## src/rtl/fifo_rd_ctrl.sv

```systemverilog
// Read-side controller of an asynchronous FIFO: binary/Gray read pointer, RAM read
// address and registered empty/almost-empty/occupancy status. Optional macro: FIFO_RD_UNDERFLOW_EN.
module fifo_rd_ctrl #(
  parameter int DEPTH         = 16,
  parameter int AEMPTY_THRESH = 2,
  localparam int AW           = $clog2(DEPTH)
) (
  input  logic          r_clk,
  input  logic          rst,
  input  logic          r_en,
  input  logic [AW:0]   rsync_ptr2,
  output logic [AW-1:0] raddr,
  output logic [AW:0]   rptr,
  output logic          r_empty,
  output logic          r_aempty,
  output logic [AW:0]   r_count
`ifdef FIFO_RD_UNDERFLOW_EN
  ,
  output logic          r_underflow
`endif
);

  logic [AW:0] rbin_reg;
  logic [AW:0] rbin_next;
  logic [AW:0] rgray_next;
  logic [AW:0] wbin_s;
  logic [AW:0] count_next;
  logic        rd_ok;

  assign rd_ok      = r_en & ~r_empty;
  assign rbin_next  = rbin_reg + {{AW{1'b0}}, rd_ok};
  assign rgray_next = (rbin_next >> 1) ^ rbin_next;
  assign raddr      = rbin_reg[AW-1:0];

  // Gray-to-binary: each binary bit is the XOR of all Gray bits at and above it.
  assign wbin_s[AW] = rsync_ptr2[AW];
  generate
    for (genvar gi = AW - 1; gi >= 0; gi--) begin : g_g2b
      assign wbin_s[gi] = wbin_s[gi+1] ^ rsync_ptr2[gi];
    end
  endgenerate

  // Status is computed from the post-read pointer so the last read flags empty with no bubble.
  assign count_next = wbin_s - rbin_next;

  always_ff @(posedge r_clk) begin
    if (rst) begin
      rbin_reg <= '0;
      rptr     <= '0;
      r_empty  <= 1'b1;
      r_aempty <= 1'b1;
      r_count  <= '0;
    end else begin
      rbin_reg <= rbin_next;
      rptr     <= rgray_next;
      r_empty  <= (rgray_next == rsync_ptr2);
      r_aempty <= (count_next <= (AW+1)'(AEMPTY_THRESH));
      r_count  <= count_next;
    end
  end

`ifdef FIFO_RD_UNDERFLOW_EN
  // Sticky: any attempted read while empty is latched until reset.
  always_ff @(posedge r_clk) begin
    if (rst) begin
      r_underflow <= 1'b0;
    end else if (r_en && r_empty) begin
      r_underflow <= 1'b1;
    end
  end
`endif

endmodule

```

## config.mk

```make
export PLATFORM = sky130hd
export DESIGN_NAME = fifo_rd_ctrl
export DESIGN_NICKNAME = d
export VERILOG_FILES = /design/src/rtl/fifo_rd_ctrl.sv
export SDC_FILE = /design/constraint.sdc
export NUM_CORES = 1
export LEC_CHECK = 0
export CAP_MARGIN = 20
export CORE_MARGIN = 1.5
export CORE_UTILIZATION = 47
export CTS_CLUSTER_SIZE = 14
export DETAILED_ROUTE_END_ITERATION = 8
export PLACE_DENSITY_LB_ADDON = 0.05
export SLEW_MARGIN = 20
export SYNTH_ARGS = -nofsm -noshare
export SYNTH_HDL_FRONTEND = slang
export SYNTH_SLANG_ARGS = --single-unit
```

## constraint.sdc

```tcl
create_clock -name r_clk -period 4.1 [get_ports r_clk]
set_clock_uncertainty 0.1 [all_clocks]
set_input_delay 1.025 -clock r_clk [delete_from_list [all_inputs] [get_ports r_clk]]
set_output_delay 1.025 -clock r_clk [all_outputs]
set_load 0.02 [all_outputs]
```

# Word level (Yosys, flattened, before mapping)
# Cells that the tools add are included.
# totals
register_bits,17
input_bits,8
out_inout_bits,16
word_cells,16
# op_classes
add_sub_neg,2
order_cmp,1
n_eq_ne,1
n_bitwise,7
# op_table
operator,count
adder 5 x 1 -> 5 bit,1
== test 5 bit,1
"<= comparator 5 x 2 -> 1 bit, second input constant",1
subtractor 5 bit,1
bitwise XOR 4 x 5 -> 5 bit,1
bitwise XOR 1 bit,4
bitwise AND 1 bit,1
NOT 1 bit,1

# Depth between registers and ports, before layout
# logic_depth
ltp_word,6
mapped_depth,10
mapped_depth_nobuf,10

# Worst setup path after synthesis
# No wires, ideal clock.
# synth_path
kind,input -> register
startpoint,input rsync_ptr2[4]
endpoint,register r_aempty
setup_time_ns,0.103
arrival_time_ns,3.452
required_time_ns,3.897
setup_slack_ns,0.444
cell_stages,10
n_path_buf,0
path_cell_list,xor3_2 xor2_1 xnor2_1 ha_1 inv_1 fa_1 and2_1 a221o_1 xor2_1 a2111oi_2
# synth_via
elab_chain_cells,6
# synth_lines
item,line_no,source
from (decl),11,"input logic [AW:0] rsync_ptr2,"
bitwise XOR 1 bit (4 in a row),39,assign wbin_s[gi] = wbin_s[gi+1] ^ rsync_ptr2[gi];
subtractor 5 bit *,44,assign count_next = wbin_s - rbin_next;
<= comparator 5 x 2 -> 1 bit *,57,r_aempty <= (count_next <= (AW+1)'(AEMPTY_THRESH));
to (signal assigned),57,
to (decl),15,"output logic r_aempty,"
# Every way passes the cells marked *; elsewhere a longest branch is shown, timed or not.
# A chain may end at the register's enable or synchronous reset.

# Final worst setup path
# Ends and elaborated chain as after synthesis.

==> flow_metrics.tcl <==
set metrics [dict create \
    status "complete, no violations" \
    overflow 0 \
    netlist_area_um2 898 \
    yosysSeqAreaShare 0.357 \
    synth.distinct_cells 31 \
    period_minus_slack_ns 3.86 \
    ant_nets 0 \
    fp.dieH_um 46.7 \
    ys_ff_latch 16 \
    wire_per_inst_um 12.9 \
    ctsResizeCount 0 \
    vias_per_cell 4.83 \
    startpoint_type "input pin" \
    yosysTopAreaCell "dfxtp_1" \
    fp-row-count 15 \
    cap_violations 0 \
    clk_path_buf_depth 2 \
    drive_gt1_frac 0.127 \
    grt_pass1_vias 622 \
    cts_setup_buffers 0 \
    grt_antenna_before_repair 0 \
    portBuffers 23 \
    cp-end-kind "flip-flop" \
    routed_wl_um 1840 \
    dr.pass1.iters 3 \
    numCtsBuffers 3 \
    slew_violations 0 \
    synth.most_common_cell "dfxtp_1" \
    yosysWarnings 0 \
    tightestPinTransition_ns 0.547 \
    synthSimpleGateAreaFrac 0.159 \
    criticalPathCategory "input pin to flip-flop" \
    dpl-instance-area_um2 1190 \
    wl_met3_um 48 \
    p_leak_nw 0.513 \
    wl_met1_um 872 \
    yosys-top-cells-area "dfxtp_1 36%, xor2_1 9.7%, ha_1 8.4%" \
    hold_path_class "flip-flop to flip-flop" \
    drc 0 \
    root_buffer "clkbuf_4" \
    drt_iter0_markers 14 \
    synth_edf_count 0 \
    clk_latency_ns 0.30 \
    dieArea_um2 2180 \
    area_delta_synth_final_pct 36.8 \
    cts_tree "yes" \
    synth_ff_type "dfxtp_1" \
    synth_top_area_frac 0.357 \
    nets 134 \
    ctsHtreeMaxLevel 1 \
    antennaDiodeCount 0 \
    finalSetupViolations 0 \
    clk_pin_slew_worst_paths_ns 0.09 \
    synthCells 87 \
    top_layer "met4" \
    totalPowerFinal_mw 0.440 \
    postSynthAreaPerCell_um2 10.3 \
    power_density_nw_per_um2 358 \
    synth-async-reset-ratio 0 \
    synth_xor_area_frac 0.247 \
    timing.final.crit_share 0.941 \
    cp_max_fo 2 \
    synth_common_cells "16 x dfxtp_1, 10 x nor2_1, 10 x xor2_1" \
    initial_core_util 0.509 \
    ctsHoldBuffers 0 \
    dp_hpwl_um 1450 \
    ir_drop_uv 268 \
    vias 691 \
    fp.dieW_um 46.7 \
    grt_pass1_wl_um 2950 \
    whs_ns 0.519 \
    rsz0062_at_grt "false" \
    gp_congestion 0.892 \
    io_pins 24 \
    synthMuxAreaShare 0.0111 \
    route.met2.wl_um 902 \
    crit_required_ns 4.19 \
    synth_compound_area_frac 0.0822 \
    grt_max_degree 16 \
    fmax_ghz 0.259 \
    syn_nets 102 \
    fin_area_um2 1230 \
    fill_cells 166 \
    cts.sinks 16 \
    hold_viol 0 \
    cp_data_arrival_time_ns 3.95 \
    coreArea_um2 1760 \
    synthAdderAreaFrac 0.106 \
    fin_util 0.696 \
    maxSlewHeadroom 0.634 \
    gr-usage-all-layers 0.201 \
    synth_top_family_by_area "XOR/XNOR gates" \
]
-- stage by stage --
stage / instances / TNS (ns) / setup slack, ns
4_1_cts: 143 / 0 / 0.237
3_3_place_gp: 139 / 0 / 0.0132
6_report: 143 / 0 / 0.240
3_5_place_dp: 139 / -0.0522 / -0.0522
5_1_grt: 143 / 0 / 0.0757
2_1_floorplan: 87 / 0 / 0.444
-- path summary, 6_finish.rpt --
check | start | to | slack (ns) | cells after the start
setup reg to reg | r_empty | r_aempty | 1.33 | 9
hold / removal | rptr[4] | rptr[4] | 0.52 | 2
setup / recovery | rsync_ptr2[4] | r_aempty | 0.24 | 11
hold reg to reg | rptr[4] | rptr[4] | 0.52 | 2
-- layout make-up --
type                            instances  area (um^2)  share of cell area
Sequential cell                        16          320               0.261
Tap cell                               25         31.3              0.0255
Clock buffer                            4         36.3              0.0295
Multi-Input combinational cell         64          543               0.442
Timing Repair Buffer                   30          283               0.230
Inverter                                4         15.0              0.0122
-- routing by layer --
layer  GRT usage  vias up
met1       0.272      325
met2       0.317       12
li1            -      350
met3      0.0353        4
met4      0.0833        0
met5           0        -
-- power by group --
group	internal, mW	leakage, nW	switching [mW]
combinational	0.0805	0.361	0.0734
sequential	0.172	0.132	0.00527
clock	0.0541	0.0210	0.0551
total	0.306	0.513	0.134
-- layout by cell type (no fill, tap or decap), types with 2 or more instances in the layout --
cell type,n
inv_1,4
ha_1,6
dfxtp_1,16
nor2_1,10
xnor2_1,8
buf_4,7
xor2_1,10
and2_1,4
nor2b_1,5
clkbuf_4,3
nand3_1,2
clkdlybuf4s50_1,23
-- logic make-up after synthesis --
logic type	count (synthesis)
compound gates	8
xor+xnor	21
fa+ha+maj	7
buf+inv	7
flops	16
mux	1
simple gates	27
-- worst max-delay path: stages --
cell             delay [ns]
clkdlybuf4s50_1        0.48
xor3_2                 0.45
xor2_1                 0.22
xnor2_1                0.16
ha_1                   0.19
inv_1                  0.06
fa_1                   0.37
and2_1                 0.15
a221o_1                0.32
xor2_1                 0.17
a2111oi_2              0.36
No activity file was read; power rests on OpenSTA's default activity.
==> RTL change 1 (config.mk and constraints unchanged) <==
Add a define of `FIFO_RD_UNDERFLOW_EN`.
--- a/src/rtl/fifo_rd_ctrl.sv
+++ b/src/rtl/fifo_rd_ctrl.sv
@@ -1,4 +1,6 @@
 // Read-side controller of an asynchronous FIFO: binary/Gray read pointer, RAM read
 // address and registered empty/almost-empty/occupancy status. Optional macro: FIFO_RD_UNDERFLOW_EN.
+`define FIFO_RD_UNDERFLOW_EN
+
 module fifo_rd_ctrl #(
   parameter int DEPTH         = 16,
Check against the original RTL (old outputs only; new: r_underflow): equivalent (Yosys induction, for registers that start in step).
==> RTL change 1 against the original RTL <==
- design area rose by 2.4%
- synthesized area rose by 3.2%
- clock power fell by 20%
- sequential cell count rose by 1
- worst setup slack improved by 0.0021 ns
- critical endpoint unchanged
- total power fell by 1.4%
- count of clock-buffer cells in the layout fell by 1
- wire length rose by 3.6%
- via count rose by 3.9%
==> RTL change 1: results (changes against the original RTL) <==
Run status
  – Status: finished, final reports clean

STA
  – Worst Max-Slew Pin Slew: 0.587 ns (+0.0396 ns)
  – Period utilisation layout: 94.1% (about the same)
  – Worst hold slack: 0.373 ns (-0.147 ns)

Power and ir drop
  – VDD IR max: 254 uV (-5.1%)
  – Pleak: 0.000525 uW (+2.3%)

Synthesis
  – Post-synthesis sequential area ratio: 36.7% (+1.1 points)
  – Top post-synthesis cells by count: 17 x dfxtp_1, 11 x nor2_1, 10 x xor2_1
  – Synth area leaders: dfxtp_1 37%, xor2_1 9.4%, ha_1 8.1%, xnor2_1 7.6%, nor2_1 4.5%
  – Syn nets: 105 (+2.9%)
  – Synth cell types: 32 (+3.2%)

Routing
  – Drt wl/cell: 13.0 um (+0.81%)
  – 1st-iter DRT viols: 5 (-9)
  – Routed via count: 718 (+3.9%)
  – Pre-antenna DRT Iters: 4 (+1)

CTS
  – Clock Latency Late Sink: 0.28 ns (-0.02 ns)

Finish
  – Fill cells: 145 (-13%)
  – Share of layout cells above drive strength 1: 12.3% (-0.42 points)
  – Fin nets: 138 (+3.0%)

Global routing
  – First-pass GRT wire length: 2970 um (+0.68%)
  – Vias in the first global route: 682 (+9.6%)
  – Largest net degree at the start of global routing: 17 (+1)
  – All-layer global routing usage: 19.9% (-0.22 points)

Placement
  – Final HPWL from detailed placement: 1530 um (+5.7%)
  – DP Area: 1230 um^2 (+3.3%)
==> RTL change 1: critical path: stages <==
cell and delay, ns:
clkdlybuf4s50_1 0.48, xor3_2 0.44, xor2_1 0.21, xnor2_1 0.15, ha_1 0.18, inv_1 0.06, fa_1 0.38, and2_1 0.15
a221o_1 0.32, xor2_1 0.17, a2111oi_2 0.37
==> RTL change 1: final cells by class <==
cell class                 count  share of cell area, %
multi-input combinational     66                   43.8
tap                           25                   2.49
clock buffer                   3                   1.79
sequential                    17                   27.0
timing repair buffer          31                   23.3
inverter                       4                   1.19
clock inverter                 1                  0.398
==> RTL change 1: per-layer routing <==
metal	wire [um]	track usage, %	up-vias
li1	-	-	364
met1	869	24.8	330
met2	957	33.8	22
met3	71	3.40	2
met4	13	8.33	0
met5	0	0	-
==> RTL change 1: power breakdown <==
part	switching (uW)	internal, uW
Clock	50.8	36.2
Sequential	5.61	182
Combinational	77.3	81.9
Total	134	300
==> RTL change 1: cell families (layout without fill, tap and decap cells) <==
group / count (synthesis) / count (layout) / share of synthesized area [%]
AO/OA/AOI/OAI: 9 / 9 / 8.50
flip-flops: 17 / 17 / 36.7
buffers and inverters: 7 / 39 / 3.78
XOR/XNOR: 21 / 21 / 23.9
adder cells (fa/ha/maj): 7 / 7 / 10.3
AND/OR/NAND/NOR: 28 / 28 / 15.8
multiplexers: 1 / 1 / 1.08
==> RTL change 1: worst paths after layout <==
| path | from | to |
|---|---|---|
| max | rsync_ptr2[4] | r_aempty$_SDFF_PP1_ |
| min | r_underflow$_SDFFE_PP0P_ | r_underflow$_SDFFE_PP0P_ |
| max reg2reg | r_empty$_SDFF_PP1_ | r_aempty$_SDFF_PP1_ |
| min reg2reg | r_underflow$_SDFFE_PP0P_ | r_underflow$_SDFFE_PP0P_ |
==> RTL change 1: metrics by stage <==
step	power (uW)	worst slack (ns)	instances	util [%]	TNS, ns
after floorplan	281	0.444	90	-	0
after global placement	344	0.0474	143	69.1	0
after detailed placement	350	-0.0676	143	69.1	-0.0676
after CTS	437	0.241	147	70.6	0
after global routing	458	0.128	147	70.6	0
final	434	0.242	147	70.6	0
==> RTL change 2 (same settings) <==
Without the edit above. Put one more register stage on the output `r_count`, with the module's reset. The value now appears one clock later. The other outputs are not delayed to match.
--- a/src/rtl/fifo_rd_ctrl.sv
+++ b/src/rtl/fifo_rd_ctrl.sv
@@ -20,4 +20,6 @@
 `endif
 );
+
+  logic [AW:0] r_count_s0;
 
   logic [AW:0] rbin_reg;
@@ -50,5 +52,5 @@
       r_empty  <= 1'b1;
       r_aempty <= 1'b1;
-      r_count  <= '0;
+      r_count_s0 <= '0;
     end else begin
       rbin_reg <= rbin_next;
@@ -56,5 +58,5 @@
       r_empty  <= (rgray_next == rsync_ptr2);
       r_aempty <= (count_next <= (AW+1)'(AEMPTY_THRESH));
-      r_count  <= count_next;
+      r_count_s0 <= count_next;
     end
   end
@@ -71,4 +73,12 @@
 `endif
 
+  always_ff @(posedge r_clk) begin
+    if (rst) begin
+      r_count <= '0;
+    end else begin
+      r_count <= r_count_s0;
+    end
+  end
+
 endmodule
 
Behaviour: not the same (Yosys sat finds a counterexample within 4 cycles, from zero or initial values and one cycle with rst high).
==> RTL change 2 against the original RTL <==
- sequential cell count grew 5
- non-clock buffer count down 1
- wire length fell by 11%
- critical endpoint unchanged
- core utilization decreased by 2.9 points
- via count grew 5.1%
- synthesized area is 15% higher
- design area increased by 9.8%
- first-iteration DRC count is 7.1% lower
- fmax increased by 2.0%
- total power grew 7.2%
- worst setup slack gained 0.077 ns
- sequential power is 31% higher
- global-route usage decreased by 4.5 points
==> RTL change 2: results (changes against the original RTL) <==
Synthesis
  – Synth Area in XOR/XNOR: 21.4% (-3.2 points)
  – Synth area leaders: dfxtp_1 41%, xor2_1 8.5%, ha_1 7.3%, xnor2_1 6.8%, nor2b_1 6.1%
  – Compound-Gate Fraction of Synth Area: 7.14% (-1.1 points)
  – #FFs+latches synth: 21 (+5)
  – Synthesized instance count: 98 (+13%)
  – Syn nets: 113 (+11%)
  – Post-synthesis adder-cell area fraction: 9.20% (-1.4 points)
  – Top post-synthesis cells by count: 21 x dfxtp_1, 10 x nor2_1, 10 x nor2b_1, 10 x xor2_1, 8 x xnor2_1

Global routing
  – Largest net degree at the start of global routing: 21 (+5)
  – All-layer global routing usage: 15.6% (-4.5 points)
  – Vias in the first global route: 660 (+6.1%)
  – First-pass GRT wire length: 2850 um (-3.5%)

Routing
  – Routed WL: 1640 um (-11%)
  – Drt wl/cell: 10.6 um (-18%)
  – Pre-antenna DRT Iters: 2 (-1)
  – Routed via count: 726 (+5.1%)

Min path
  – End of the worst hold path: r_count[1]$_SDFF_PP0_
  – Hold depth: 1 (-1)
  – Hold path startpoint: r_count_s0[1]$_SDFF_PP0_

Placement
  – Final HPWL from detailed placement: 1310 um (-9.7%)
  – Placed Cells: 150 (+7.9%)
  – Final GP Congestion: 0.784 (-12%)

STA
  – Worst hold slack: 0.350 ns (-0.170 ns)
  – Worst Max-Slew Pin Slew: 0.686 ns (+0.139 ns)

CTS
  – Clock-pin slew on the worst setup and hold paths: 0.11 ns (+0.02 ns)

Finish
  – Sequential share of cell area: 31.2% (+5.1 points)
  – Share of layout cells above drive strength 1: 11.0% (-1.7 points)
  – Buffering overhead: 20.4% (-2.6 points)
  – Clk cell area share: 2.23% (-0.73 points)
  – Fin nets: 143 (+6.7%)
  – Multi-input comb cells: 69 (+7.8%)
  – Fraction of area in multi-input gates: 42.6% (-1.6 points)

Run status
  – Status: finished, final reports clean

Critical path
  – Worst Path Arrival: 3.89 ns (-0.06 ns)
  – R2R Setup Slk: 1.37 ns (+0.04 ns)

Floorplanning
  – DIE WIDTH: 49.9 um (+6.8%)

Power and ir drop
  – VDD IR max: 246 uV (-8.1%)
  – Reg power frac: 49.0% (+8.8 points)
[RTL change 2: worst max-delay path by stage]
stage                       start                   to  slack, ns  cells past startpoint
floorplan           rsync_ptr2[4]  r_aempty$_SDFF_PP1_       0.44                     10
global placement    rsync_ptr2[4]  r_aempty$_SDFF_PP1_       0.02                     11
detailed placement  rsync_ptr2[4]  r_aempty$_SDFF_PP1_      -0.02                     11
CTS                 rsync_ptr2[4]  r_aempty$_SDFF_PP1_       0.31                     11
global route        rsync_ptr2[4]  r_aempty$_SDFF_PP1_       0.14                     11
finish              rsync_ptr2[4]  r_aempty$_SDFF_PP1_       0.32                     11
[RTL change 2: routing by layer]
metal	track usage (%)	up-vias	part of all wire (%)
li1	-	379	-
met1	20.5	330	50
met2	23.6	15	46
met3	2.73	2	3.2
met4	9.72	0	1.3
met5	0	-	0
